[src/rtl/rf_wb_write_arbiter_pkg.sv]
// Shared types and sizes for the register-file writeback write arbiter.
package rf_wb_write_arbiter_pkg;

    localparam int RF_DEPTH = 32;
    localparam int RF_AW    = $clog2(RF_DEPTH);
    localparam int RF_WIDTH = 32;

    typedef struct packed {
        logic [RF_AW-1:0]    addr;
        logic [RF_WIDTH-1:0] data;
    } rf_wb_req_t;

    typedef enum logic {
        RF_WB_INIT,
        RF_WB_RUN
    } rf_wb_state_e;

    function automatic logic [RF_DEPTH-1:0] rf_addr_onehot(input logic [RF_AW-1:0] a);
        return RF_DEPTH'(1) << a;
    endfunction

endpackage

[src/rtl/rf_wb_write_arbiter_fifo2.sv]
// Two-entry writeback FIFO; exposes both slots' valid/addr so the top can build the pending mask.
module rf_wb_fifo2
    import rf_wb_write_arbiter_pkg::*;
(
    input  logic                       clk,
    input  logic                       rst,
    input  logic                       push,
    input  rf_wb_req_t                 push_entry,
    input  logic                       pop,
    output logic                       full,
    output logic                       empty,
    output rf_wb_req_t                 head,
    output logic [1:0]                 entry_valid,
    output logic [1:0][RF_AW-1:0]      entry_addr
);

    rf_wb_req_t slots [2];
    logic       rd_ptr;
    logic [1:0] count;
    logic       wr_ptr;
    logic       do_push;
    logic       do_pop;

    // With one entry held, a push lands in the other slot, so a same-cycle pop makes it head.
    assign wr_ptr  = rd_ptr ^ count[0];
    assign full    = (count == 2'd2);
    assign empty   = (count == 2'd0);
    assign do_push = push && !full;
    assign do_pop  = pop && !empty;
    assign head    = slots[rd_ptr];

    always_ff @(posedge clk) begin
        if (rst) begin
            rd_ptr <= 1'b0;
            count  <= 2'd0;
        end else begin
            if (do_push) begin
                slots[wr_ptr] <= push_entry;
            end
            if (do_pop) begin
                rd_ptr <= ~rd_ptr;
            end
            count <= count + {1'b0, do_push} - {1'b0, do_pop};
        end
    end

    always_comb begin
        entry_valid = 2'b00;
        if (count == 2'd2) begin
            entry_valid = 2'b11;
        end else if (count == 2'd1) begin
            entry_valid[rd_ptr] = 1'b1;
        end
        entry_addr[0] = slots[0].addr;
        entry_addr[1] = slots[1].addr;
    end

endmodule

[src/rtl/rf_wb_write_arbiter.sv]
// Register-file write-port sequencer: zero sweep after reset, then round-robin
// arbitration of N_REQ buffered writeback requesters with a per-address pending mask.
module rf_wb_write_arbiter
    import rf_wb_write_arbiter_pkg::*;
#(
    parameter int WIDTH = RF_WIDTH,
    parameter int N_REQ = 4,
    parameter int DEPTH = RF_DEPTH,
    localparam int AW   = $clog2(DEPTH),
    localparam int PW   = $clog2(N_REQ)
) (
    input  logic                   clk,
    input  logic                   rst,
    input  logic [N_REQ-1:0]       req_valid,
    output logic [N_REQ-1:0]       req_ready,
    input  logic [N_REQ*AW-1:0]    req_addr,
    input  logic [N_REQ*WIDTH-1:0] req_data,
    output logic                   ram_we,
    output logic [AW-1:0]          ram_waddr,
    output logic [WIDTH-1:0]       ram_wdata,
    output logic [DEPTH-1:0]       pending_mask,
    output logic                   init_busy,
    output logic                   idle
);

    rf_wb_state_e state;
    logic [AW-1:0] init_cnt;
    logic [PW-1:0] rr_ptr;

    logic [N_REQ-1:0]         full;
    logic [N_REQ-1:0]         empty;
    logic [N_REQ-1:0]         push;
    logic [N_REQ-1:0]         pop;
    rf_wb_req_t               head      [N_REQ];
    rf_wb_req_t               in_entry  [N_REQ];
    logic [1:0]               ent_valid [N_REQ];
    logic [1:0][RF_AW-1:0]    ent_addr  [N_REQ];

    logic          grant_valid;
    logic [PW-1:0] grant;

    for (genvar g = 0; g < N_REQ; g++) begin : g_fifo
        assign in_entry[g] = '{addr: req_addr[g*AW +: AW], data: req_data[g*WIDTH +: WIDTH]};
        assign req_ready[g] = (state == RF_WB_RUN) && !full[g];
        assign push[g]      = req_valid[g] && req_ready[g];

        rf_wb_fifo2 u_fifo (
            .clk         (clk),
            .rst         (rst),
            .push        (push[g]),
            .push_entry  (in_entry[g]),
            .pop         (pop[g]),
            .full        (full[g]),
            .empty       (empty[g]),
            .head        (head[g]),
            .entry_valid (ent_valid[g]),
            .entry_addr  (ent_addr[g])
        );
    end

    // First non-empty FIFO at or after rr_ptr, wrapping around.
    always_comb begin
        grant_valid = 1'b0;
        grant       = '0;
        for (int k = 0; k < N_REQ; k++) begin
            if (!grant_valid && !empty[(int'(rr_ptr) + k) % N_REQ]) begin
                grant_valid = 1'b1;
                grant       = PW'((int'(rr_ptr) + k) % N_REQ);
            end
        end
        for (int i = 0; i < N_REQ; i++) begin
            pop[i] = (state == RF_WB_RUN) && grant_valid && (grant == PW'(i));
        end
    end

    always_ff @(posedge clk) begin
        if (rst) begin
            state     <= RF_WB_INIT;
            init_cnt  <= '0;
            rr_ptr    <= '0;
            ram_we    <= 1'b0;
            ram_waddr <= '0;
            ram_wdata <= '0;
        end else begin
            case (state)
                RF_WB_INIT: begin
                    // Leave INIT only after the last sweep address has been on the port.
                    if (ram_we && ram_waddr == AW'(DEPTH - 1)) begin
                        state  <= RF_WB_RUN;
                        ram_we <= 1'b0;
                    end else begin
                        ram_we    <= 1'b1;
                        ram_waddr <= init_cnt;
                        ram_wdata <= '0;
                        init_cnt  <= init_cnt + 1'b1;
                    end
                end
                RF_WB_RUN: begin
                    if (grant_valid) begin
                        ram_we    <= 1'b1;
                        ram_waddr <= head[grant].addr;
                        ram_wdata <= head[grant].data;
                        rr_ptr    <= (grant == PW'(N_REQ - 1)) ? '0 : grant + 1'b1;
                    end else begin
                        ram_we <= 1'b0;
                    end
                end
                default: state <= RF_WB_INIT;
            endcase
        end
    end

    always_comb begin
        pending_mask = '0;
        for (int i = 0; i < N_REQ; i++) begin
            for (int e = 0; e < 2; e++) begin
                if (ent_valid[i][e]) begin
                    pending_mask = pending_mask | rf_addr_onehot(ent_addr[i][e]);
                end
            end
        end
        if (ram_we) begin
            pending_mask = pending_mask | rf_addr_onehot(ram_waddr);
        end
    end

    assign init_busy = (state == RF_WB_INIT);
    assign idle      = (state == RF_WB_RUN) && (&empty) && !ram_we;

    // Renaming guarantees no two requesters queue the same address at once.
    always @(posedge clk) begin
        if (!rst && state == RF_WB_RUN) begin
            for (int i = 0; i < N_REQ; i++) begin
                if (req_valid[i]) begin
                    assert (int'(req_addr[i*AW +: AW]) < DEPTH);
                end
                for (int j = i + 1; j < N_REQ; j++) begin
                    for (int a = 0; a < 2; a++) begin
                        for (int b = 0; b < 2; b++) begin
                            if (ent_valid[i][a] && ent_valid[j][b]) begin
                                assert (ent_addr[i][a] != ent_addr[j][b]);
                            end
                        end
                    end
                end
            end
        end
    end

endmodule
[config.mk]
export PLATFORM = sky130hd
export DESIGN_NAME = rf_wb_write_arbiter
export DESIGN_NICKNAME = d
export VERILOG_FILES = /design/src/rtl/rf_wb_write_arbiter_pkg.sv /design/src/rtl/rf_wb_write_arbiter_fifo2.sv /design/src/rtl/rf_wb_write_arbiter.sv
export SDC_FILE = /design/constraint.sdc
export NUM_CORES = 1
export LEC_CHECK = 0
export ABC_AREA = 1
export CAP_MARGIN = 0
export CORE_UTILIZATION = 51
export CTS_CLUSTER_SIZE = 30
export DETAILED_ROUTE_END_ITERATION = 10
export GPL_TIMING_DRIVEN = 0
export HOLD_SLACK_MARGIN = 0.05
export PLACE_DENSITY_LB_ADDON = 0.15
export SYNTH_ARGS = -nofsm -noshare
export SYNTH_HDL_FRONTEND = slang
export SYNTH_HIERARCHICAL = 1
export SYNTH_SLANG_ARGS = --single-unit
export TNS_END_PERCENT = 50
[constraint.sdc]
create_clock -name clk -period 4.97 [get_ports clk]
set_input_delay 1.2425 -clock clk [delete_from_list [all_inputs] [get_ports clk]]
set_output_delay 1.2425 -clock clk [all_outputs]
set_load 0.05 [all_outputs]
==> impl_metrics.py <==
metrics = {
    "status": {
        "status": "finished, violations left",
        "violations": "negative setup slack",
    },
    "worst_setup_path": {
        "crit_chain": "buf_4 -> clkbuf_1 -> inv_1 -> nor4_1 -> a211oi_1 -> nand4_1 -> dlygate4sd2_1",
        "endpoint_kind": "output port",
        "worstPathArrival_ps": 3730,
        "slowest_stage": "nor4_1",
        "crit_type": "register to output port",
        "critical_path_peak_fanout": 9,
        "crit_required_ps": 3730,
        "start_kind": "register",
        "critPathMaxStageDelay_ps": 1130,
    },
    "global_routing": {
        "top_usage_layer": "met2",
        "met1_usage": 0.432,
        "grt_pass1_wl_um": 105000,
        "use_met3": 0.0674,
        "grt_max_degree": 33,
        "grt_usage": 0.375,
        "first_global_vias": 16903,
        "grt-ovfl-total": 0,
        "antenna_found_initial": 0,
        "met2_usage": 0.643,
    },
    "timing": {
        "relSlewSlack": 0.0968,
        "worst_slew_pin_slew_ps": 1340,
        "skew_ps": 17.2,
        "fin_crit_sh": 1.00,
        "tns_ps": -6.64,
        "fmax_mhz": 201,
        "final_hold_viol_count": 0,
        "finalCriticalPeriod_ps": 4970,
        "setup_violations": 2,
        "rsz0062_at_grt": "yes",
        "worst_slack_ps": -3.81,
        "slew_viol_final": 0,
    },
    "floorplanning": {
        "core_area_sq_um": 37000,
        "start_util": 0.523,
        "chipWidth_um": 197,
        "ios": 230,
        "dieArea_sq_um": 38700,
        "die_height_um": 197,
        "rows": 70,
    },
    "final_layout": {
        "drive_gt1_frac": 0.154,
        "diodes": 0,
        "area_growth_pct": 23.4,
        "finish.instance_area_sq_um": 23800,
        "nets": 2401,
    },
    "power": {
        "vdd.ir_drop.worst_uv": 437,
        "total_leakage_power_nw": 9.26,
        "power_density_nw_per_um2": 263,
    },
    "clock_network": {
        "cts_made_buffers": 38,
        "cts_setup_buffers": 0,
        "cts_tree": "yes",
        "cts_root_buffer": "clkbuf_16",
        "htreeDepth": 2,
        "clk_latency_ps": 560,
        "clk_path_buf_depth": 3,
        "clock_sinks": 358,
        "clkTransAtPathRegs_ps": 60,
    },
    "yosys": {
        "ys_warn_count": 6,
        "yosysTopAreaCell": "edfxtp_1",
        "ys.flop_type": "edfxtp_1",
        "ys_top_cells_by_count": "nand2_1 (436), edfxtp_1 (296), inv_1 (215), nor2_1 (144), mux2_4 (120)",
        "synth_fp_nets": 2117,
        "synth_top_cell_area_share": 0.460,
        "syn_inst": 1950,
        "syn_avg_cell_area_sq_um": 9.91,
        "synthArstFlopShare": 0,
        "synth_edf_count": 296,
        "synth.distinct_cells": 43,
        "syn-cell-area_sq_um": 19300,
        "ys_seq_area_frac": 0.524,
        "synth_seq_cells": 358,
        "synth_area_leaders": "edfxtp_1 (46%), mux2_4 (9.3%), nand2_1 (8.5%)",
        "synth.most_common_cell": "nand2_1",
    },
    "min_path": {
        "hold_path_class": "register to register",
    },
    "route": {
        "drc": 0,
        "drt_iter0_markers": 1782,
        "dr_total_vias": 16812,
        "wirelength_um": 72500,
        "firstDrtPassIters": 6,
        "via_per_inst": 6.07,
        "wire_per_inst_um": 26.2,
        "postRouteAntennaNets": 0,
    },
    "job": {
        "maxCapViolCount": 0,
    },
    "placement": {
        "placed_cell_area_sq_um": 22500,
        "place_congestion": 0.986,
        "portBuffers": 229,
        "place_hpwl_um": 53400,
    },
}
-- state kept, by name, indices dropped and copies added (netlist names), named ones only --
register	count
g_fifo.u_fifo/count	8
g_fifo.u_fifo/rd_ptr	4
g_fifo.u_fifo/slots	296
init_cnt	5
ram_waddr	5
ram_wdata	32
ram_we	1
rr_ptr	2
state	1
-- final timing paths --
kind                                      start                   endpoint  slack, ps  cells past startpoint
hold reg to reg                   ram_wdata[23]              ram_wdata[23]        490                      2
setup / recovery  g_fifo[0].u_fifo/slots[0][34]            pending_mask[7]         -4                      7
hold / removal                    ram_wdata[23]              ram_wdata[23]        490                      2
setup reg to reg      g_fifo[1].u_fifo/count[0]  g_fifo[0].u_fifo/count[1]        850                     22
-- final cells by class --
type                       count  area [sq um]
tap                          504           631
buffer                       127           930
multi-input combinational   1237          7520
fill                        2887         13100
inverter                     227           861
timing repair buffer         245          2530
clock buffer                  54          1090
sequential                   358         10100
clock inverter                16           135
-- metal layers --
metal | wire [um] | part of all wire
met4 | 5460 | 0.075
met3 | 5770 | 0.080
met5 | 0 | 0
met2 | 35200 | 0.49
met1 | 26100 | 0.36
-- logic make-up (layout without fill, tap and decap cells) --
family	after synthesis	in the layout	synth area share
AND/OR/NAND/NOR	910	910	0.208
flip-flops	358	358	0.524
AO/OA/AOI/OAI	166	166	0.0567
adder cells (fa/ha/maj)	13	13	0.00842
buffers and inverters	355	669	0.0924
multiplexers	148	148	0.110
-- power by group --
part           internal (W)  switching (W)  total [W]
sequential          0.00324     0.00000755    0.00325
combinational      0.000121      0.0000874   0.000208
clock               0.00161        0.00121    0.00282
total               0.00498        0.00130    0.00628
-- critical path, delay by kind of cell (launching register included) --
family	cells	cell delay [ps]
flops	1	340
buf+inv	4	1150
simple gates	2	1380
compound gates	1	310
-- what timing repair did --
action,CTS,global route
gates resized for setup,22,18
gates cloned,0,0
hold endpoints to repair,0,0
setup endpoints to repair,23,21
hold buffers,0,0
-- stage by stage --
stage / hold WS, ps / power, W / util / setup slack [ps] / instances
floorplan: 455 / 0.00335 / - / 360 / 1950
global placement: 453 / 0.00351 / 0.602 / -2190 / 2683
detailed placement: 467 / 0.00352 / 0.609 / -91.1 / 2699
CTS: 488 / 0.00630 / 0.644 / 28.3 / 2768
global route: 510 / 0.00640 / 0.645 / -141 / 2768
finish: 490 / 0.00628 / 0.645 / -3.81 / 2768
-- cell usage in the layout (no fill, tap or decap), types with 4 or more instances in the layout --
| cell | synthesis | routed |
|---|---|---|
| a211oi_1 | 7 | 7 |
| a21oi_1 | 50 | 50 |
| a221oi_1 | 10 | 9 |
| a22oi_1 | 4 | 4 |
| a311oi_1 | 8 | 8 |
| a31oi_1 | 11 | 11 |
| buf_12 | 12 | 15 |
| buf_2 | 23 | 23 |
| buf_4 | 44 | 47 |
| buf_6 | 8 | 17 |
| clkbuf_1 | 39 | 48 |
| clkbuf_16 | 0 | 41 |
| clkdlybuf4s50_1 | 0 | 215 |
| clkinv_1 | 9 | 9 |
| clkinv_2 | 0 | 7 |
| dfxtp_1 | 62 | 62 |
| dlymetal6s2s_1 | 0 | 11 |
| edfxtp_1 | 296 | 296 |
| ha_1 | 13 | 13 |
| inv_1 | 215 | 215 |
| mux2_2 | 28 | 28 |
| mux2_4 | 120 | 120 |
| nand2_1 | 436 | 433 |
| nand2_2 | 4 | 7 |
| nand3_1 | 107 | 107 |
| nand4_1 | 98 | 98 |
| nor2_1 | 144 | 134 |
| nor2_2 | 1 | 6 |
| nor2_4 | 0 | 5 |
| nor3_1 | 93 | 88 |
| nor3_2 | 0 | 5 |
| nor3b_1 | 4 | 4 |
| nor4_1 | 20 | 19 |
| o2111ai_1 | 11 | 11 |
| o21ai_0 | 16 | 16 |
| o22ai_1 | 30 | 30 |
(Power assumes the default switching activity.)
